## src/rtl/dma_bus_arbiter_pkg.sv

```systemverilog
// Shared types and constants for the CPU/DMA memory-bus arbiter.
// Physical addresses are {page, 16-bit 8237 address}.
package dma_bus_arbiter_pkg;

    localparam int DEFAULT_PAGE_BITS = 4;
    localparam int NUM_CHANNELS      = 4;
    localparam int PHYS_BITS         = 20;

    localparam logic [1:0] BYTESEL_LO = 2'b01;
    localparam logic [1:0] BYTESEL_HI = 2'b10;

    typedef enum logic [2:0] {
        IDLE,
        DRAIN,
        GRANT,
        XFER,
        XDONE
    } arb_state_t;

    // Odd byte addresses live in the upper lane of the 16-bit word.
    function automatic logic [1:0] lane_sel(input logic odd);
        return odd ? BYTESEL_HI : BYTESEL_LO;
    endfunction

endpackage

```

## src/rtl/dma_bus_arbiter_if.sv

```systemverilog
// 16-bit word memory bus shared by the CPU port and the memory port.
// Handshake: the master raises access with addr/wr_en/bytesel/data_out stable and
// holds them until the slave pulses ack for one cycle; read data is valid with ack.
interface dma_bus_arbiter_if;

    logic [18:0] addr;
    logic [15:0] data_out;
    logic        access;
    logic        wr_en;
    logic [1:0]  bytesel;
    logic        ack;
    logic [15:0] data_in;

    modport master (
        output addr, data_out, access, wr_en, bytesel,
        input  ack, data_in
    );

    modport slave (
        input  addr, data_out, access, wr_en, bytesel,
        output ack, data_in
    );

endinterface

```

## src/rtl/dma_bus_arbiter_page_regs.sv

```systemverilog
// Four DMA channel page registers (74LS670 equivalent): synchronous write,
// combinational read selected by the one-hot DACK of the active channel.
module dma_page_registers
    import dma_bus_arbiter_pkg::*;
#(
    parameter int PAGE_BITS = DEFAULT_PAGE_BITS
) (
    input  logic                 clock,
    input  logic                 reset,
    input  logic                 write,
    input  logic [1:0]           sel,
    input  logic [PAGE_BITS-1:0] data,
    input  logic [3:0]           dack,
    output logic [PAGE_BITS-1:0] page
);

    logic [PAGE_BITS-1:0] regs [NUM_CHANNELS];

    always_ff @(posedge clock) begin
        if (reset) begin
            for (int i = 0; i < NUM_CHANNELS; i++) begin
                regs[i] <= '0;
            end
        end else if (write) begin
            regs[sel] <= data;
        end
    end

    // No DACK or a malformed DACK falls back to channel 0 rather than flagging an error.
    always_comb begin
        page = regs[0];
        case (dack)
            4'b0010: page = regs[1];
            4'b0100: page = regs[2];
            4'b1000: page = regs[3];
            default: page = regs[0];
        endcase
    end

endmodule

```

## src/rtl/dma_bus_arbiter.sv

```systemverilog
// Shares the 16-bit memory bus between the CPU and the KF8237: drains CPU accesses
// before granting hold, then converts MEMR/MEMW strobes into single bus accesses.
module dma_bus_arbiter
    import dma_bus_arbiter_pkg::*;
#(
    parameter int PAGE_BITS = DEFAULT_PAGE_BITS
) (
    input  logic                     clock,
    input  logic                     reset,
    dma_bus_arbiter_if.slave         cpu_m,
    dma_bus_arbiter_if.master        mem_m,
    input  logic                     hold_request,
    output logic                     hold_acknowledge,
    input  logic [15:0]              dma_address,
    input  logic [3:0]               dma_acknowledge,
    input  logic                     dma_memory_read,
    input  logic                     dma_memory_write,
    input  logic [7:0]               dma_data_in,
    output logic [7:0]               dma_data_out,
    output logic                     dma_ready,
    input  logic                     page_write,
    input  logic [1:0]               page_sel,
    input  logic [PAGE_BITS-1:0]     page_data,
    output arb_state_t               arb_state
);

    arb_state_t           state_q;
    arb_state_t           state_d;
    logic [PHYS_BITS-1:0] phys_q;
    logic [PHYS_BITS-1:0] phys_next;
    logic                 read_q;
    logic [7:0]           wbyte_q;
    logic [7:0]           rbyte_q;
    logic [PAGE_BITS-1:0] page_cur;
    logic                 strobe;
    logic                 start;
    logic                 dma_owns;

    dma_page_registers #(
        .PAGE_BITS (PAGE_BITS)
    ) u_pages (
        .clock (clock),
        .reset (reset),
        .write (page_write),
        .sel   (page_sel),
        .data  (page_data),
        .dack  (dma_acknowledge),
        .page  (page_cur)
    );

    assign strobe    = dma_memory_read | dma_memory_write;
    assign start     = (state_q == GRANT) && strobe;
    // Page is simply concatenated: an address wrap never carries into the page.
    assign phys_next = PHYS_BITS'({page_cur, dma_address});
    assign dma_owns  = (state_q == GRANT) || (state_q == XFER) || (state_q == XDONE);

    assign cpu_m.data_in = mem_m.data_in;
    assign dma_data_out  = rbyte_q;
    assign arb_state     = state_q;

    always_ff @(posedge clock) begin
        if (reset) begin
            state_q <= IDLE;
            phys_q  <= '0;
            read_q  <= 1'b0;
            wbyte_q <= '0;
            rbyte_q <= '0;
        end else begin
            state_q <= state_d;
            // Freeze the transfer parameters on entry so mid-transfer page writes wait a turn.
            if (start) begin
                phys_q  <= phys_next;
                read_q  <= dma_memory_read;
                wbyte_q <= dma_data_in;
            end
            if ((state_q == XFER) && mem_m.ack && read_q) begin
                rbyte_q <= phys_q[0] ? mem_m.data_in[15:8] : mem_m.data_in[7:0];
            end
        end
    end

    always_comb begin
        state_d          = state_q;
        hold_acknowledge = dma_owns;
        dma_ready        = 1'b1;
        mem_m.addr       = cpu_m.addr;
        mem_m.data_out   = cpu_m.data_out;
        mem_m.access     = cpu_m.access;
        mem_m.wr_en      = cpu_m.wr_en;
        mem_m.bytesel    = cpu_m.bytesel;
        cpu_m.ack        = mem_m.ack;

        if (dma_owns) begin
            mem_m.addr     = phys_q[PHYS_BITS-1:1];
            mem_m.data_out = {wbyte_q, wbyte_q};
            mem_m.access   = 1'b0;
            mem_m.wr_en    = 1'b0;
            mem_m.bytesel  = lane_sel(phys_q[0]);
            cpu_m.ack      = 1'b0;
        end

        case (state_q)
            IDLE: begin
                // An access completing in this very cycle needs no drain.
                if (hold_request) begin
                    state_d = (cpu_m.access && !mem_m.ack) ? DRAIN : GRANT;
                end
            end
            DRAIN: begin
                if (mem_m.ack) state_d = GRANT;
            end
            GRANT: begin
                if (strobe) begin
                    state_d   = XFER;
                    dma_ready = 1'b0;
                end else if (!hold_request) begin
                    state_d = IDLE;
                end
            end
            XFER: begin
                mem_m.access = 1'b1;
                mem_m.wr_en  = !read_q;
                dma_ready    = 1'b0;
                if (mem_m.ack) state_d = XDONE;
            end
            XDONE: begin
                if (!strobe) state_d = GRANT;
            end
            default: state_d = IDLE;
        endcase
    end

endmodule

```

## src/flat_wrapper.sv

```systemverilog
// flat-port wrapper written by rule: the top's interface ports become plain ports
module dma_bus_arbiter_flat import dma_bus_arbiter_pkg::*;
#(
    parameter int PAGE_BITS = DEFAULT_PAGE_BITS
)
  (clock, reset, hold_request, hold_acknowledge, dma_address, dma_acknowledge, dma_memory_read, dma_memory_write, dma_data_in, dma_data_out, dma_ready, page_write, page_sel, page_data, arb_state, cpu_m_addr, cpu_m_data_out, cpu_m_access, cpu_m_wr_en, cpu_m_bytesel, cpu_m_ack, cpu_m_data_in, mem_m_addr, mem_m_data_out, mem_m_access, mem_m_wr_en, mem_m_bytesel, mem_m_ack, mem_m_data_in);
  dma_bus_arbiter_if cpu_m_i ();
  dma_bus_arbiter_if mem_m_i ();
  input  logic clock;
  input  logic reset;
  input  logic hold_request;
  output logic hold_acknowledge;
  input  logic [15:0] dma_address;
  input  logic [3:0] dma_acknowledge;
  input  logic dma_memory_read;
  input  logic dma_memory_write;
  input  logic [7:0] dma_data_in;
  output logic [7:0] dma_data_out;
  output logic dma_ready;
  input  logic page_write;
  input  logic [1:0] page_sel;
  input  logic [PAGE_BITS-1:0] page_data;
  output arb_state_t arb_state;
  input wire logic [$bits(cpu_m_i.addr)-1:0] cpu_m_addr;
  input wire logic [$bits(cpu_m_i.data_out)-1:0] cpu_m_data_out;
  input wire logic [$bits(cpu_m_i.access)-1:0] cpu_m_access;
  input wire logic [$bits(cpu_m_i.wr_en)-1:0] cpu_m_wr_en;
  input wire logic [$bits(cpu_m_i.bytesel)-1:0] cpu_m_bytesel;
  output wire logic [$bits(cpu_m_i.ack)-1:0] cpu_m_ack;
  output wire logic [$bits(cpu_m_i.data_in)-1:0] cpu_m_data_in;
  output wire logic [$bits(mem_m_i.addr)-1:0] mem_m_addr;
  output wire logic [$bits(mem_m_i.data_out)-1:0] mem_m_data_out;
  output wire logic [$bits(mem_m_i.access)-1:0] mem_m_access;
  output wire logic [$bits(mem_m_i.wr_en)-1:0] mem_m_wr_en;
  output wire logic [$bits(mem_m_i.bytesel)-1:0] mem_m_bytesel;
  input wire logic [$bits(mem_m_i.ack)-1:0] mem_m_ack;
  input wire logic [$bits(mem_m_i.data_in)-1:0] mem_m_data_in;
  assign cpu_m_i.addr = cpu_m_addr;
  assign cpu_m_i.data_out = cpu_m_data_out;
  assign cpu_m_i.access = cpu_m_access;
  assign cpu_m_i.wr_en = cpu_m_wr_en;
  assign cpu_m_i.bytesel = cpu_m_bytesel;
  assign cpu_m_ack = cpu_m_i.ack;
  assign cpu_m_data_in = cpu_m_i.data_in;
  assign mem_m_addr = mem_m_i.addr;
  assign mem_m_data_out = mem_m_i.data_out;
  assign mem_m_access = mem_m_i.access;
  assign mem_m_wr_en = mem_m_i.wr_en;
  assign mem_m_bytesel = mem_m_i.bytesel;
  assign mem_m_i.ack = mem_m_ack;
  assign mem_m_i.data_in = mem_m_data_in;
  dma_bus_arbiter #(.PAGE_BITS(PAGE_BITS)) u_core (.clock(clock), .reset(reset), .cpu_m(cpu_m_i), .mem_m(mem_m_i), .hold_request(hold_request), .hold_acknowledge(hold_acknowledge), .dma_address(dma_address), .dma_acknowledge(dma_acknowledge), .dma_memory_read(dma_memory_read), .dma_memory_write(dma_memory_write), .dma_data_in(dma_data_in), .dma_data_out(dma_data_out), .dma_ready(dma_ready), .page_write(page_write), .page_sel(page_sel), .page_data(page_data), .arb_state(arb_state));
endmodule
```

## config.mk

```make
export PLATFORM = sky130hd
export DESIGN_NAME = dma_bus_arbiter_flat
export DESIGN_NICKNAME = d
export VERILOG_FILES = /design/src/rtl/dma_bus_arbiter_pkg.sv /design/src/rtl/dma_bus_arbiter_if.sv /design/src/rtl/dma_bus_arbiter_page_regs.sv /design/src/rtl/dma_bus_arbiter.sv /design/src/flat_wrapper.sv
export SDC_FILE = /design/constraint.sdc
export NUM_CORES = 1
export LEC_CHECK = 0
export CORE_MARGIN = 1
export CORE_UTILIZATION = 57
export DETAILED_ROUTE_END_ITERATION = 8
export DONT_BUFFER_PORTS = 1
export PLACE_DENSITY = 0.75
export SLEW_MARGIN = 5
export SYNTH_ARGS = -nofsm -noshare
export SYNTH_HDL_FRONTEND = slang
export SYNTH_SLANG_ARGS = --single-unit
```

## constraint.sdc

```tcl
create_clock -name clock -period 1.43 [get_ports clock]
set_input_delay 0 -clock clock [delete_from_list [all_inputs] [get_ports clock]]
set_output_delay 0 -clock clock [all_outputs]
set_load 0.01 [all_outputs]
```

==> impl_metrics.py <==
metrics = {
    "setup_path": {
        "rr_startpoint": "u_core.arb_state[2]$_SDFFE_PP0P_",
        "crit_slowest_cell": "dfxtp_4",
        "cp.arrival_ns": 1.83,
        "rr_worst_depth": 6,
        "required_ns": 1.65,
        "path_buf_inv": 2,
        "r2r-end": "u_core.phys_q[16]$_SDFFE_PP0P_",
        "r2r_setup_slack_ns": -0.18,
        "path_class": "reg2reg",
        "critical-path-top-delay-family": "simple AND/OR/NAND/NOR gates",
        "cp-start-kind": "flop",
        "crit_chain": "buf_4 > nor3b_4 > and2_4 > buf_12 > nor2_1 > a211oi_1",
        "max_stage_delay_ns": 0.37,
        "critPathMaxFanout": 8,
        "crit_path_end_kind": "flop",
    },
    "placed_design": {
        "post-place-cells": 436,
        "placed_cell_area_sq_mm": 0.00306,
        "place_ws_ns": 0.0671,
        "numPortBuffers": 0,
        "dp_hpwl_mm": 4.79,
        "gp_congestion": 0.896,
    },
    "synthesis": {
        "synth_fa_ha_area_frac": 0,
        "syn_nets": 485,
        "ys_warn_count": 0,
        "synthArstFlopShare": 0,
        "yosys.area_share.xor_xnor": 0,
        "syn_area_per_cell_sq_um": 7.84,
        "synth_edf_count": 16,
        "syn_area_sq_mm": 0.00305,
        "synthCells": 389,
        "synth-main-ff-cell": "dfxtp_1",
        "synthSimpleGateAreaFrac": 0.315,
        "synth_top_family_by_area": "simple AND/OR/NAND/NOR gates",
        "synth_cell_type_count": 46,
        "muxShareOfSynthArea": 0.0263,
        "ys_ff_latch": 56,
        "seq_area_frac_synth": 0.420,
        "synth_compound_area_frac": 0.146,
    },
    "cts": {
        "root_buffer": "clkbuf_8",
        "numClockSinks": 56,
        "cts_made_buffers": 5,
        "h-tree-depth": 2,
        "clk_pin_slew_ns": 0.11,
        "tritoncts": "built",
        "cts_buffer_depth": 2,
        "worstSkewPairLatency_ns": 0.32,
    },
    "floorplan": {
        "start_util": 0.593,
        "num_io_pins": 165,
        "die_h_um": 75.1,
        "die_area_sq_mm": 0.00564,
        "rows": 26,
        "core_sq_mm": 0.00514,
        "die_x_um": 75.1,
    },
    "flow_run": {
        "drv_cap": 0,
    },
    "layout": {
        "final_layout_size_suffix_gt1_frac": 0.312,
        "post-route-util": 0.848,
        "n_antenna_cell": 0,
        "instances_no_fill": 512,
        "nNetsFinal": 537,
        "final_cell_area_sq_mm": 0.00436,
        "area_delta_synth_final_pct": 43.1,
    },
    "global_routing": {
        "grt_pass1_wl_mm": 11.7,
        "antenna_found_initial": 0,
        "first_global_vias": 2611,
        "grt.total_usage": 0.278,
        "gr-total-overflow": 0,
        "grt_max_degree": 46,
    },
    "worst_hold_path": {
        "hold_start": "mem_m_data_in[1]",
        "hold_path_class": "in2out",
        "hold-path-cell-count": 0,
        "hold_end": "cpu_m_data_in[1]",
    },
    "pwr": {
        "power.density_mw_per_mm2": 1320,
        "cellLeakagePower_nw": 1.73,
        "irDropWorstVdd_uv": 1040,
        "power_mw": 5.76,
    },
    "sta": {
        "setup_viol": 67,
        "setup_slack_ns": -0.180,
        "timing.hold.ws_ns": 0.00000506,
        "fin_setup_tns_ns": -4.67,
        "slew_headroom": 0.613,
        "worst_pin_slew_ns": 0.580,
        "rsz0062_at_grt": "true",
        "hold_violations": 0,
        "fmax_mhz": 621,
        "period_minus_slack_ns": 1.61,
        "fin_crit_sh": 1.13,
        "drv_slew": 0,
        "fin_skew_ns": 0.0110,
    },
    "route": {
        "drtAntennaViolNets": 0,
        "drtIter0Drc": 165,
        "drt-pass1-iter-count": 4,
        "wire_per_inst_um": 18.1,
        "drcViolationCount": 0,
        "via_per_inst": 5.85,
        "num_vias": 2996,
        "wirelength_mm": 9.28,
    },
    "status": {
        "status": "complete, but fails checks",
        "violations": "negative setup slack",
    },
}
power breakdown:
| group | switching [mW] | internal, mW | total, mW |
|---|---|---|---|
| Combinational | 1.50 | 1.27 | 2.77 |
| Sequential | 0.133 | 1.82 | 1.95 |
| Clock | 0.527 | 0.517 | 1.04 |
| Total | 2.16 | 3.61 | 5.76 |
per-layer routing:
metal  up-vias  global-route usage  share of wire
met5         -                   0              0
met4         0               0.119          0.030
met3        28              0.0750          0.072
met2       150               0.536           0.53
met1      1428               0.279           0.37
li1       1390                   -              -
timing repair:
action                     CTS  global route
gates cloned                 2             4
hold endpoints to repair    68             1
resized for setup           51            66
setup endpoints to repair   40            76
setup buffers                5             4
hold buffers                52             1
pin swaps                    7            19
cells in the mapped netlist (all sizes together) (2+ instances only):
library cell,instances,area share
a21oi,27,0.044
and2,17,0.035
a221oi,3,0.0086
buf,32,0.079
nand3,2,0.0033
o21ai,9,0.015
nor2,18,0.022
a22oi,2,0.0049
nand2,156,0.19
nor3b,4,0.014
a22o,4,0.011
inv,3,0.0037
nor2b,4,0.0099
edfxtp,16,0.16
clkbuf,8,0.0099
nor3,2,0.0033
or2,3,0.0062
a211oi,12,0.033
dfxtp,40,0.26
mux2i,8,0.026
nand2b,2,0.0041
cell type report:
type | count | area, sq um
fillers | 277 | 779
flip-flops and latches | 56 | 1290
repair buffers | 85 | 1040
clock inverters | 3 | 42.5
clock buffers | 5 | 68.8
well taps | 70 | 87.6
inverters | 3 | 13.8
multi-input cells | 290 | 1820
logic make-up (layout without fill, tap and decap cells):
kind of cell	count (synthesis)	in the layout
buffers and inverters	43	96
muxes	8	8
AOI/OAI and AO/OA	65	65
and+or+nand+nor	217	217
DFF	56	56
registers in the layout, summed over array words and instances (netlist names):
signal / flops
u_core.u_pages.regs: 16
u_core.arb_state: 3
u_core.phys_q: 20
u_core.dma_data_out: 8
u_core.read_q: 1
u_core.wbyte_q: 8
cell usage in the layout (no fill, tap or decap), types with 3 or more instances in the layout:
| cell type | instances |
|---|---|
| a211oi_1 | 5 |
| a211oi_2 | 6 |
| edfxtp_1 | 16 |
| a21oi_1 | 14 |
| buf_4 | 10 |
| buf_6 | 5 |
| buf_12 | 10 |
| mux2i_1 | 8 |
| clkbuf_8 | 5 |
| and2_1 | 16 |
| dfxtp_1 | 37 |
| o21ai_0 | 3 |
| nor2_1 | 17 |
| a22o_1 | 4 |
| nor3b_1 | 3 |
| nand2_1 | 105 |
| a21oi_2 | 13 |
| o21ai_2 | 3 |
| nand2_4 | 5 |
| nand2_2 | 45 |
| dlygate4sd3_1 | 52 |
| clkbuf_16 | 4 |
worst max path at each step:
stage,startpoint,to,slack (ns),depth (start not counted)
floorplan,u_core.arb_state[2]$_SDFFE_PP0P_,u_core.phys_q[16]$_SDFFE_PP0P_,0.04,6
detailed placement,u_core.arb_state[2]$_SDFFE_PP0P_,u_core.dma_data_out[5]$_SDFFE_PP0P_,0.07,6
global placement,u_core.arb_state[2]$_SDFFE_PP0P_,u_core.dma_data_out[2]$_SDFFE_PP0P_,0.10,6
finish,u_core.arb_state[2]$_SDFFE_PP0P_,u_core.phys_q[16]$_SDFFE_PP0P_,-0.18,6
global route,u_core.arb_state[2]$_SDFFE_PP0P_,u_core.phys_q[16]$_SDFFE_PP0P_,-0.25,6
CTS,u_core.arb_state[2]$_SDFFE_PP0P_,mem_m_bytesel[0],-0.10,6
No activity file was read; power rests on OpenSTA's default activity.
